**config.mk**
```make
export PLATFORM = sky130hd
export DESIGN_NAME = nonce_collector
export DESIGN_NICKNAME = d
export VERILOG_FILES = /design/src/rtl/miner_pkg.sv /design/src/rtl/nonce_fifo.sv /design/src/rtl/nonce_collector.sv
export SDC_FILE = /design/constraint.sdc
export NUM_CORES = 1
export LEC_CHECK = 0
export CORE_ASPECT_RATIO = 1.5
export CORE_MARGIN = 3
export CORE_UTILIZATION = 51
export DETAILED_ROUTE_END_ITERATION = 8
export GPL_ROUTABILITY_DRIVEN = 0
export GPL_TIMING_DRIVEN = 0
export PLACE_DENSITY = 0.89
export SYNTH_ARGS = -nofsm -noshare
export SYNTH_HDL_FRONTEND = slang
export SYNTH_SLANG_ARGS = --single-unit
```
**constraint.sdc**
```tcl
create_clock -name CLK -period 6.59 [get_ports CLK]
set_input_delay 0.659 -clock CLK [delete_from_list [all_inputs] [get_ports CLK]]
set_output_delay 0.659 -clock CLK [all_outputs]
set_load 0.1 [all_outputs]
```
**src/rtl/miner_pkg.sv**
```systemverilog
// Shared types and helpers for the share-collection path behind the SHA hasher.
package miner_pkg;

   localparam logic [7:0]  DEF_HDR_BYTE = 8'h4E;
   localparam int unsigned FRAME_LEN    = 9;

   typedef struct packed {
      logic [31:0] tstamp;
      logic [31:0] nonce;
   } hit_entry_t;

   typedef enum logic {
      ST_IDLE = 1'b0,
      ST_SEND = 1'b1
   } ser_state_t;

   function automatic logic [31:0] bswap32(input logic [31:0] w);
      return {w[7:0], w[15:8], w[23:16], w[31:24]};
   endfunction

endpackage

```
**src/rtl/nonce_fifo.sv**
```systemverilog
// Small synchronous FIFO of hit entries with occupancy counter and registered flags.
module nonce_fifo
   import miner_pkg::*;
#(
   parameter int unsigned DEPTH = 4
) (
   input  logic       CLK,
   input  logic       RST,
   input  logic       i_push,
   input  hit_entry_t i_data,
   input  logic       i_pop,
   output hit_entry_t o_rd_data_c,
   output logic       o_full,
   output logic       o_empty
);

   localparam int unsigned AW = (DEPTH > 1) ? $clog2(DEPTH) : 1;
   localparam int unsigned CW = $clog2(DEPTH + 1);

   hit_entry_t    r_mem [DEPTH];
   logic [AW-1:0] r_wr_ptr;
   logic [AW-1:0] r_rd_ptr;
   logic [CW-1:0] r_count;
   logic [CW-1:0] w_count_nxt;
   logic          r_full;
   logic          r_empty;
   logic          w_do_push;
   logic          w_do_pop;

   // A push into a full FIFO is only taken when the same cycle frees a slot.
   assign w_do_pop  = i_pop & ~r_empty;
   assign w_do_push = i_push & (~r_full | w_do_pop);

   always_comb begin
      w_count_nxt = r_count;
      if (w_do_push && !w_do_pop) begin
         w_count_nxt = r_count + CW'(1);
      end else if (!w_do_push && w_do_pop) begin
         w_count_nxt = r_count - CW'(1);
      end
   end

   always_ff @(posedge CLK or posedge RST) begin
      if (RST) begin
         r_wr_ptr <= '0;
         r_rd_ptr <= '0;
         r_count  <= '0;
         r_full   <= 1'b0;
         r_empty  <= 1'b1;
      end else begin
         if (w_do_push) r_wr_ptr <= r_wr_ptr + AW'(1);
         if (w_do_pop)  r_rd_ptr <= r_rd_ptr + AW'(1);
         r_count <= w_count_nxt;
         r_full  <= (w_count_nxt == CW'(DEPTH));
         r_empty <= (w_count_nxt == '0);
      end
   end

   always_ff @(posedge CLK) begin
      if (w_do_push) r_mem[r_wr_ptr] <= i_data;
   end

   assign o_rd_data_c = r_mem[r_rd_ptr];
   assign o_full      = r_full;
   assign o_empty     = r_empty;

endmodule

```
**src/rtl/nonce_collector.sv**
```systemverilog
// Screens hasher results against the share target, queues hits and frames them
// as header + nonce + time bytes toward the host link.
module nonce_collector
   import miner_pkg::*;
#(
   parameter int unsigned DEPTH        = 4,
   parameter logic [31:0] NONCE_OFFSET = 32'd8,
   parameter logic [7:0]  HDR_BYTE     = DEF_HDR_BYTE
) (
   input  logic         CLK,
   input  logic         RST,
   input  logic         valid_in,
   input  logic [255:0] result_in,
   input  logic [31:0]  time_in,
   input  logic [31:0]  nonce_in,
   input  logic [31:0]  target_in,
   output logic [7:0]   tx_data,
   output logic         tx_valid,
   input  logic         tx_ready,
   output logic [15:0]  hit_count,
   output logic [7:0]   drop_count,
   output logic         fifo_full
);

   localparam int unsigned      IDX_W    = 4;
   localparam logic [IDX_W-1:0] IDX_LAST = IDX_W'(FRAME_LEN - 1);

   logic             r_vld;
   logic             r_hit;
   logic [31:0]      r_time;
   logic [31:0]      r_nonce;
   logic             w_hit_d;
   logic             w_push;
   logic             w_drop;
   logic             w_pop;
   logic             w_full;
   logic             w_empty;
   hit_entry_t       w_rd_data;
   logic [15:0]      r_hit_count;
   logic [7:0]       r_drop_count;
   ser_state_t       r_state;
   logic [IDX_W-1:0] r_idx;
   hit_entry_t       r_entry;
   logic [7:0]       r_tx_data;
   logic             r_tx_valid;
   logic             w_unused;

   // Only the two most-significant hash words take part in the share test.
   assign w_unused = ^result_in[255:64];
   assign w_hit_d  = valid_in & (result_in[31:0] == 32'd0) &
                     (bswap32(result_in[63:32]) <= target_in);

   function automatic logic [7:0] frame_byte(input hit_entry_t e, input logic [IDX_W-1:0] idx);
      logic [7:0] b;
      b = HDR_BYTE;
      case (idx)
         4'd1:    b = e.nonce[7:0];
         4'd2:    b = e.nonce[15:8];
         4'd3:    b = e.nonce[23:16];
         4'd4:    b = e.nonce[31:24];
         4'd5:    b = e.tstamp[7:0];
         4'd6:    b = e.tstamp[15:8];
         4'd7:    b = e.tstamp[23:16];
         4'd8:    b = e.tstamp[31:24];
         default: b = HDR_BYTE;
      endcase
      return b;
   endfunction

   always_ff @(posedge CLK or posedge RST) begin
      if (RST) begin
         r_vld   <= 1'b0;
         r_hit   <= 1'b0;
         r_time  <= '0;
         r_nonce <= '0;
      end else begin
         r_vld   <= valid_in;
         r_hit   <= w_hit_d;
         r_time  <= time_in;
         r_nonce <= nonce_in - NONCE_OFFSET;
      end
   end

   // The serializer pops in IDLE, so a full FIFO can still absorb a hit that cycle.
   assign w_pop  = (r_state == ST_IDLE) & ~w_empty;
   assign w_push = r_vld & r_hit & (~w_full | w_pop);
   assign w_drop = r_vld & r_hit & w_full & ~w_pop;

   nonce_fifo #(
      .DEPTH (DEPTH)
   ) u_fifo (
      .CLK         (CLK),
      .RST         (RST),
      .i_push      (w_push),
      .i_data      ('{tstamp: r_time, nonce: r_nonce}),
      .i_pop       (w_pop),
      .o_rd_data_c (w_rd_data),
      .o_full      (w_full),
      .o_empty     (w_empty)
   );

   always_ff @(posedge CLK or posedge RST) begin
      if (RST) begin
         r_hit_count  <= '0;
         r_drop_count <= '0;
      end else begin
         if (w_push) r_hit_count <= r_hit_count + 16'd1;
         if (w_drop && (r_drop_count != 8'hFF)) r_drop_count <= r_drop_count + 8'd1;
      end
   end

   // Byte is only advanced on a handshake, so tx_data holds under backpressure.
   always_ff @(posedge CLK or posedge RST) begin
      if (RST) begin
         r_state    <= ST_IDLE;
         r_idx      <= '0;
         r_entry    <= '0;
         r_tx_data  <= '0;
         r_tx_valid <= 1'b0;
      end else begin
         case (r_state)
            ST_IDLE: begin
               if (!w_empty) begin
                  r_entry    <= w_rd_data;
                  r_idx      <= '0;
                  r_tx_data  <= HDR_BYTE;
                  r_tx_valid <= 1'b1;
                  r_state    <= ST_SEND;
               end
            end
            ST_SEND: begin
               if (tx_ready) begin
                  if (r_idx == IDX_LAST) begin
                     r_tx_valid <= 1'b0;
                     r_state    <= ST_IDLE;
                  end else begin
                     r_idx     <= r_idx + IDX_W'(1);
                     r_tx_data <= frame_byte(r_entry, r_idx + IDX_W'(1));
                  end
               end
            end
            default: r_state <= ST_IDLE;
         endcase
      end
   end

   assign tx_data    = r_tx_data;
   assign tx_valid   = r_tx_valid;
   assign hit_count  = r_hit_count;
   assign drop_count = r_drop_count;
   assign fifo_full  = w_full;

endmodule
```
==> reports/qor.csv <==
metric,value,unit
use_met1,0.274,
cp_top_family,buffers and inverters,
synthTopCellsByCount,"edfxtp_1 (256), nand2_1 (252), dfrtp_1 (176), mux4_2 (64), inv_1 (50)",
power.internal,4820,uW
worstMarginPinSlew,1.07,ns
crit_slowest_cell,and2_4,
overflow,0,
insertion_delay,0.56,ns
ys.warnings.count,0,
area_growth,22.8,%
worstHoldPathCells,1,
die_x,158,um
ys_seq_area_frac,0.690,
wl,41.8,mm
reg2reg_from,r_state$_DFF_PP0_,
synth_edf_count,256,
yosysTopAreaCellShare,0.438,
ys_ff_latch,433,
drt-wirelength-per-cell,22.2,um
finalHoldViolations,0,
cp.depth,6,
combPwrFrac,0.169,
post_synth_num_cell_types,64,
power_density,308,mW/mm^2
syn_nets,1593,
synth_area_leaders,"edfxtp_1 (44%), dfrtp_1 (25%), mux4_2 (8.2%), nand2_1 (5.4%), ha_1 (3.3%)",
core,0.0337,sq mm
cts_buffer_depth,3,
slowest_delay,0.54,ns
track_usage,0.230,
worst_slack,3.68,ns
fin_nets,1836,
grt_use_met3,0.0393,
cts-htree-levels,2,
avgViaCountPerCell,5.87,
cts-resized-gates,0,
layout.cells.non_filler,1885,
ioPinCount,390,
start_util,0.522,
startpoint,r_state$_DFF_PP0_,
maxCapViolations,0,
gr-max-usage-layer,met2,
clk_pin_slew,0.06,ns
skew,0.0215,ns
antenna_cells,0,
rsz0062_at_grt,no,
first_global_vias,11510,
synthCells,1191,
p_sw,1820,uW
dp_hpwl,27.9,mm
fmax,344,MHz
synthArstFlopShare,0.409,
min-delay-start,hit_count[15]$_DFFE_PP0P_,
drcViolationCount,3,
cts_setup_buffers,0,
ys.flop_type,edfxtp_1,
p_leak,0.00834,uW
grt_pass1_wl,63.9,mm
outcome,finished with violations,
required,6.82,ns
synth_top_area_cell,edfxtp_1,
path_cells,"or2_2, clkbuf_1, a21oi_1, clkbuf_1, and2_4, buf_16",
rows,82,
tns,0,ns
avgSynthCellArea,14.7,sq um
drt_iter0_markers,956,
fp.dieH,233,um
slew_viol_final,0,
placed_cells,1813,
dieArea,0.0368,sq mm
ant_nets,0,
clockPowerShare,0.356,
portBuffers,197,
worstPathBufferInverterCount,3,
antenna_found_initial,0,
violations,DRC,
relSlewSlack,0.282,
grtUsageMet2,0.398,
fin_crit,2.91,ns
via_count,11068,
cts.sinks,433,
vdd_drop_max,0.000292,V
r2r_cells,6,
crit_path_max_fanout,40,
p_seq_frac,0.476,
cts_buffers,39,
dpl_worst_slack,3.17,ns
power,6640,uW
cp-end-kind,flop,
synth_area,0.0176,sq mm
p_sw_frac,0.274,
timing.final.crit_share,0.441,
cts_tree,done,
grt_max_degree,125,
crit_arrival,3.14,ns
crit_top_cell,clkbuf_1,
hp-class,reg2reg,
dr.pass1.iters,9,
holdBufCountCts,0,
synth.most_common_cell,edfxtp_1,
cts_root_buf,clkbuf_16,
drive_gt1_frac,0.110,
finalSetupViolCount,0,
startpoint_type,flop,
worstSetupPathType,reg2reg,
cells by family (layout without fill, tap and decap cells):
family                     after synthesis  count (layout)  synth area share
and+or+nand+nor                        396             396             0.102
DFF                                    433             433             0.690
adders and majority gates               46              46            0.0328
muxes                                   69              69            0.0850
xor gates and xnor gates                53              53            0.0264
buffers and inverters                   90             364            0.0207
AOI/OAI and AO/OA                      104             104            0.0433
worst reg2reg max path, stage by stage (launching register included):
cell      delay (ns)
dfrtp_1         0.42
or2_2           0.28
clkbuf_1        0.22
a21oi_1         0.37
clkbuf_1        0.42
and2_4          0.54
buf_16          0.28
cell usage in the layout (no fill, tap or decap), types with 5 or more instances in the layout:
master	instances
nand4_1	19
a22oi_1	8
a222oi_1	7
xnor2_1	34
clkdlybuf4s50_1	197
buf_2	9
inv_1	49
mux4_2	64
dfrtp_1	176
o21ai_0	14
clkbuf_1	28
and2_4	5
nand2_1	252
ha_1	46
edfxtp_1	256
nor3_1	10
nor2_1	31
nand3b_1	5
buf_1	9
nand2b_1	5
and3_1	9
and2_1	6
xor2_1	19
nand3_1	21
nor4_1	11
a21oi_1	23
buf_16	5
clkbuf_16	43
through the flow:
stage	hold WS [ns]	utilization	cell area [sq um]
floorplan	0.437	-	17600
global placement	0.460	0.596	20100
detailed placement	0.465	0.601	20200
CTS	0.474	0.641	21600
global route	0.499	0.641	21600
finish	0.465	0.641	21600
state kept, by name, indices dropped and copies added (netlist names), 3 cells and up:
signal	cells
u_fifo.r_mem	256
r_entry	64
r_nonce	32
r_time	32
hit_count	16
drop_count	8
tx_data	8
r_idx	4
u_fifo.r_count	3
path summary, 6_finish.rpt:
| path | endpoint | slack, ns |
|---|---|---|
| hold reg to reg | hit_count[15]$_DFFE_PP0P_ | 0.47 |
| min in group asynchronous | r_time[28]$_DFF_PP0_ | 0.51 |
| hold / removal | hit_count[15]$_DFFE_PP0P_ | 0.47 |
| setup reg to reg | u_fifo.r_mem[3][38]$_DFFE_PP_ | 3.68 |
| max in group asynchronous | r_time[23]$_DFF_PP0_ | 5.15 |
| setup / recovery | u_fifo.r_mem[3][38]$_DFFE_PP_ | 3.68 |
layout make-up:
type | count | area [sq um]
repair buffers | 202 | 2110
clock buffers | 53 | 1130
multi-input cells | 668 | 5090
plain buffers | 40 | 176
fillers | 2337 | 12100
clock inverters | 19 | 219
flip-flops and latches | 433 | 12100
inverters | 50 | 195
well taps | 420 | 526
per-layer routing:
metal | vias to the layer above | routed length (um) | share of wire
li1 | 4861 | - | -
met1 | 5457 | 15100 | 0.36
met2 | 566 | 21400 | 0.51
met3 | 184 | 2590 | 0.062
met4 | 0 | 2620 | 0.063
met5 | - | 0 | 0
power by group through the flow:
stage               clock (uW)  combinational, uW  sequential (uW)
floorplan                    0                651             3250
global placement             0               1060             3190
detailed placement           0               1100             3200
CTS                       2410               1120             3150
global route              2510               1210             3170
finish                    2360               1120             3160
Note: power is estimated with default switching activity, not from simulation.
==> RTL edit 1: new RTL, config.mk and constraints unchanged <==
Reset style: synchronous (`RST`), changed in 4 clocked blocks.
--- a/src/rtl/nonce_fifo.sv
+++ b/src/rtl/nonce_fifo.sv
@@ -40,7 +40,7 @@
       end
    end
 
-   always_ff @(posedge CLK or posedge RST) begin
+   always_ff @(posedge CLK) begin
       if (RST) begin
          r_wr_ptr <= '0;
          r_rd_ptr <= '0;
--- a/src/rtl/nonce_collector.sv
+++ b/src/rtl/nonce_collector.sv
@@ -67,7 +67,7 @@
       return b;
    endfunction
 
-   always_ff @(posedge CLK or posedge RST) begin
+   always_ff @(posedge CLK) begin
       if (RST) begin
          r_vld   <= 1'b0;
          r_hit   <= 1'b0;
@@ -99,7 +99,7 @@
       .o_empty     (w_empty)
    );
 
-   always_ff @(posedge CLK or posedge RST) begin
+   always_ff @(posedge CLK) begin
       if (RST) begin
          r_hit_count  <= '0;
          r_drop_count <= '0;
@@ -110,7 +110,7 @@
    end
 
    // Byte is only advanced on a handshake, so tx_data holds under backpressure.
-   always_ff @(posedge CLK or posedge RST) begin
+   always_ff @(posedge CLK) begin
       if (RST) begin
          r_state    <= ST_IDLE;
          r_idx      <= '0;
Behaviour: differs if RST is asserted again (counterexample within 4 cycles, from zero or initial values and one cycle with RST high); with RST held inactive, the same outputs for 10 cycles.
==> RTL edit 1 against the original RTL <==
- the flow still finishes with violations (DRC)
- register-to-register slack about the same
- critical endpoint is now r_nonce[11]
- synthesized area decreased by 0.50%
- wire length up 5.4%
- design area down 0.67%
- core utilization is 0.43 points lower
- worst hold slack worse by 10 ps
- sequential cell count unchanged
- final cell count increased by 7.5%
- combinational power rose by 28%
- critical path type is now primary input to flop
- global-route usage increased by 1.1 points
- clock skew is essentially flat
- setup slack worse by 140 ps
- total power is 4.3% higher
==> RTL edit 1: results (changes against the original RTL) <==
Net Count, Synth = 1736 (was 1593)
worst vdd ir = 0.000235 V (was 0.000292 V)
Synth Area in Compound Gates = 7.47% (was 4.33%)
HP Class = flop to flop (unchanged)
Root Buffer = clkbuf_16 (unchanged)
CTS H-tree lvls = 2 (unchanged)
Clock Skew = 21.8 ps (was 21.5 ps)
XOR/XNOR Fraction of Synth Area = 2.36% (was 2.64%)
Detailed Route Iter0 Violations = 1231 (was 956)
worst-path maximum fanout = 10 (was 40)
CTS Buf Count = 39 (unchanged)
delay of the slowest critical-path stage = 760 ps (was 540 ps)
Total GRT Usage = 24.1% (was 23.0%)
post-synthesis async set-or-reset flop share = 0% (was 40.9%)
register area share after synthesis = 64.3% (was 69.0%)
CTS clk-pin slew, worst paths = 70 ps
share of layout cells above drive strength 1 = 10.5% (was 11.0%)
NumNets Final = 1978 (was 1836)
Adder-Cell Fraction of Synth Area = 3.29% (was 3.28%)
post-synthesis mux area share = 9.06% (was 8.50%)
DRC = 1 (was 3)
synth cell count leaders = edfxtp_1 (256), dfxtp_1 (177), nand2_1 (171) (was edfxtp_1 (256), nand2_1 (252), dfrtp_1 (176))
CTS max path bufs = 3 (unchanged)
clock latency on the worst-skew pair = 570 ps
Synth area leaders = edfxtp_1 (44%), dfxtp_1 (20%), mux4_2 (8.2%) (was edfxtp_1 (44%), dfrtp_1 (25%), mux4_2 (8.2%))
failing checks = DRC (unchanged)
first-pass GRT wire length = 67.4 mm (was 63.9 mm)
number of setup buffers added after CTS = 0 (unchanged)
Yosys cell types = 55 (was 64)
Post-CTS Resized = 0 (unchanged)
Via density = 5.95 (was 5.87)
n_diodes = 0 (unchanged)
Synth Flop Type = edfxtp_1 (unchanged)
HPWL Detailed = 30.7 mm (was 27.9 mm)
vias in the first global route = 12418 (was 11510)
WL final = 44.0 mm (was 41.8 mm)
Pleak = 0.00736 µW (was 0.00834 µW)
number of flops mapped to enable cells by yosys = 256 (unchanged)
Worst path slowest cell = clkbuf_1 (was and2_4)
WP data arrival = 3430 ps (was 3140 ps)
initial antenna violation count = 0 (unchanged)
Worst Tran Pin Value = 1060 ps (was 1070 ps)
largest net degree at the start of global routing = 61 (was 125)
status = finished with violations (unchanged)
-- RTL edit 1: worst paths after layout --
kind	to	start	depth (start not counted)	slack [ps]
max reg2reg	tx_data[4]	r_idx[0]	10	3680
min	tx_data[4]	tx_data[4]	2	460
min reg2reg	tx_data[4]	tx_data[4]	2	460
max	r_nonce[11]	RST	5	3540
-- RTL edit 1: kinds of logic (layout without fill, tap and decap cells) --
kind of cell | Yosys count | after routing
AO/OA/AOI/OAI | 212 | 212
XOR/XNOR | 47 | 47
adder cells (fa/ha/maj) | 46 | 46
buffers and inverters | 109 | 382
flip-flops | 433 | 433
multiplexers | 77 | 77
AND/OR/NAND/NOR | 410 | 410
-- RTL edit 1: tightest hold or removal path: cells and delay by family, from the launching register on --
kind | cells | cell delay [ps]
AND/OR/NAND/NOR | 1 | 50
AO/OA/AOI/OAI | 1 | 50
flip-flops | 1 | 310
-- RTL edit 1: cell type report --
cell class / instances / area [µm²]
Multi-Input combinational cell: 792 / 5840
Tap cell: 420 / 526
Sequential cell: 433 / 11200
Buffer: 65 / 260
Inverter: 44 / 165
Fill cell: 2381 / 12200
Timing Repair Buffer: 201 / 2080
Clock inverter: 19 / 199
Clock buffer: 53 / 1120
-- RTL edit 1: layer usage --
metal / vias up / track usage, % / wire length (µm)
met1: 5771 / 27.0 / 15200
met4: 0 / 14.8 / 3190
met2: 700 / 42.2 / 22500
met3: 196 / 4.24 / 3170
met5: - / 0 / 0
li1: 5400 / - / -
-- RTL edit 1: stage by stage --
stage / std cells / hold WS [ps] / util, % / setup WS, ps / area [µm²]
after floorplan: 1334 / 436 / - / 3550 / 17500
after global placement: 1951 / 442 / 59.4 / 2530 / 20000
after detailed placement: 1955 / 446 / 59.7 / 3070 / 20100
after CTS: 2027 / 455 / 63.7 / 3610 / 21400
after global routing: 2027 / 483 / 63.7 / 3450 / 21400
final: 2027 / 455 / 63.7 / 3540 / 21400
-- RTL edit 1: power breakdown --
group | total, µW | internal [µW] | switching [µW] | leakage (µW)
Combinational | 1430 | 607 | 825 | 0.00292
Sequential | 3180 | 3020 | 157 | 0.00379
Clock | 2310 | 1300 | 1010 | 0.000651
Total | 6920 | 4930 | 2000 | 0.00736
==> RTL edit 2: new RTL, config.mk and constraints unchanged <==
Without the edit above. `DEPTH` is set to 4 in 2 places; all go to 2.
--- a/src/rtl/nonce_fifo.sv
+++ b/src/rtl/nonce_fifo.sv
@@ -2,7 +2,7 @@
 module nonce_fifo
    import miner_pkg::*;
 #(
-   parameter int unsigned DEPTH = 4
+   parameter int unsigned DEPTH = 2
 ) (
    input  logic       CLK,
    input  logic       RST,
--- a/src/rtl/nonce_collector.sv
+++ b/src/rtl/nonce_collector.sv
@@ -3,7 +3,7 @@
 module nonce_collector
    import miner_pkg::*;
 #(
-   parameter int unsigned DEPTH        = 4,
+   parameter int unsigned DEPTH        = 2,
    parameter logic [31:0] NONCE_OFFSET = 32'd8,
    parameter logic [7:0]  HDR_BYTE     = DEF_HDR_BYTE
 ) (
Function: changed (a bounded check fails within 10 cycles, from zero or initial values and one cycle with RST high).
==> RTL edit 2 against the original RTL <==
- synthesized area shrank 31%
- sequential share of layout area fell by 3.4 points
- via count decreased by 26%
- design area decreased by 28%
- setup slack gained 25 ps
- wire length down 32%
- die area down 30%
- sequential cell count shrank 131
- total power down 37%
- sequential power fell by 35%
- count of clock-buffer cells in the layout shrank 10
- critical endpoint is now fifo_full
- largest cell class unchanged
==> RTL edit 2: results (changes against the original RTL) <==
status = finished, final reports clean (was finished with violations)
vias in the first global route = 8801 (was 11510)
Via density = 5.56 (was 5.87)
WL/cell = 19.3 µm (was 22.2 µm)
Synth area leaders = dfrtp_1 (35%), edfxtp_1 (31%), mux2i_1 (5.2%) (was edfxtp_1 (44%), dfrtp_1 (25%), mux4_2 (8.2%))
WL met1 = 9.81 mm (was 15.1 mm)
HPWL Detailed = 20.9 mm (was 27.9 mm)
delay of the slowest critical-path stage = 1200 ps (was 540 ps)
Top Layer Used = met5 (was met4)
Worst path slowest cell = clkdlybuf4s50_1 (was and2_4)
Yosys cell types = 59 (was 64)
first-pass GRT wire length = 44.8 mm (was 63.9 mm)
CTS H-tree lvls = 1 (was 2)
top flop regs = u_fifo.r_mem (128), r_entry (64) (was u_fifo.r_mem (256), r_entry (64))
WP data arrival = 2220 ps (was 3140 ps)
CTS max path bufs = 3 (unchanged)
met3 routed wirelength = 2.10 mm (was 2.59 mm)
register area share after synthesis = 67.2% (was 69.0%)
synth cell count leaders = dfrtp_1 (173), edfxtp_1 (128), nand2_1 (95) (was edfxtp_1 (256), nand2_1 (252), dfrtp_1 (176))
initial antenna violation count = 1 (was 0)
Clock Skew = 19.5 ps (was 21.5 ps)
Synth Flop Type = dfrtp_1 (was edfxtp_1)
worst vdd ir = 0.000272 V (was 0.000292 V)
Total GRT Usage = 22.0% (was 23.0%)
hold depth = 0 (was 1)
Pleak = 0.00615 µW (was 0.00834 µW)
CTS Buf Count = 27 (was 39)
post-synthesis async set-or-reset flop share = 57.6% (was 40.9%)
Worst Tran Pin Value = 1020 ps (was 1070 ps)
max reg flops = 128 (was 256)
Detailed Route Iter0 Violations = 578 (was 956)
routed wl met2 = 14.4 mm (was 21.4 mm)
FF-to-FF path depth = 5 (was 6)
router iterations before antenna repair = 6 (was 9)
[RTL edit 2: cell count changes after synthesis, sizes merged, moves of 5 or more]
cell / change
edfxtp: -128
a221oi: +7
a22o: +11
xnor2: -6
o21ai: +57
buf: -9
mux2i: +61
nand2: -157
nor2b: +5
mux4: -64
a21oi: -9
xor2: +7
inv: -7
ha: -6
[RTL edit 2: worst paths after layout]
kind	slack (ps)	to	startpoint
min in group asynchronous	520	hit_count[14]	RST
setup reg to reg	3730	u_fifo.r_mem[0][32]	r_state
max in group asynchronous	5190	r_entry[32]	RST
hold reg to reg	440	u_fifo.r_mem[1][61]	r_time[29]
setup / recovery	3710	fifo_full	u_fifo.o_full
hold / removal	440	u_fifo.r_mem[1][61]	r_time[29]
[RTL edit 2: cells by family (layout without fill, tap and decap cells)]
kind of cell | count (synthesis) | count (layout) | share of synthesized area [%]
mux | 66 | 66 | 5.43
xor+xnor | 54 | 54 | 3.88
compound gates | 149 | 149 | 8.11
fa+ha+maj | 40 | 40 | 4.10
simple gates | 218 | 218 | 9.00
buf+inv | 73 | 322 | 2.29
flops | 302 | 302 | 67.2
[RTL edit 2: power by group]
group	internal [µW]	switching (µW)	leakage, µW
Sequential	2010	49.2	0.00340
Clock	881	680	0.000445
Combinational	220	339	0.00230
[RTL edit 2: through the flow]
step | setup WS, ps | total power (µW) | cell area, µm² | instances
final | 3710 | 4180 | 15500 | 1466
after global routing | 3630 | 4330 | 15500 | 1466
after CTS | 3700 | 4200 | 15500 | 1466
after detailed placement | 3310 | 2650 | 14600 | 1416
after global placement | -764 | 2630 | 14600 | 1414
after floorplan | 1220 | 2420 | 12200 | 902
[RTL edit 2: cell type report]
cell class / count / area [µm²]
Sequential cell: 302 / 8200
Fill cell: 1591 / 7770
Multi-Input combinational cell: 527 / 3730
Timing Repair Buffer: 199 / 2020
Clock buffer: 43 / 837
Tap cell: 315 / 394
Inverter: 43 / 169
Buffer: 30 / 118
Clock inverter: 7 / 66.3
[RTL edit 2: per-layer routing]
layer	vias up	GRT usage (%)
li1	3724	-
met1	3953	23.9
met2	377	38.8
met3	102	4.69
met4	2	13.7
met5	-	0
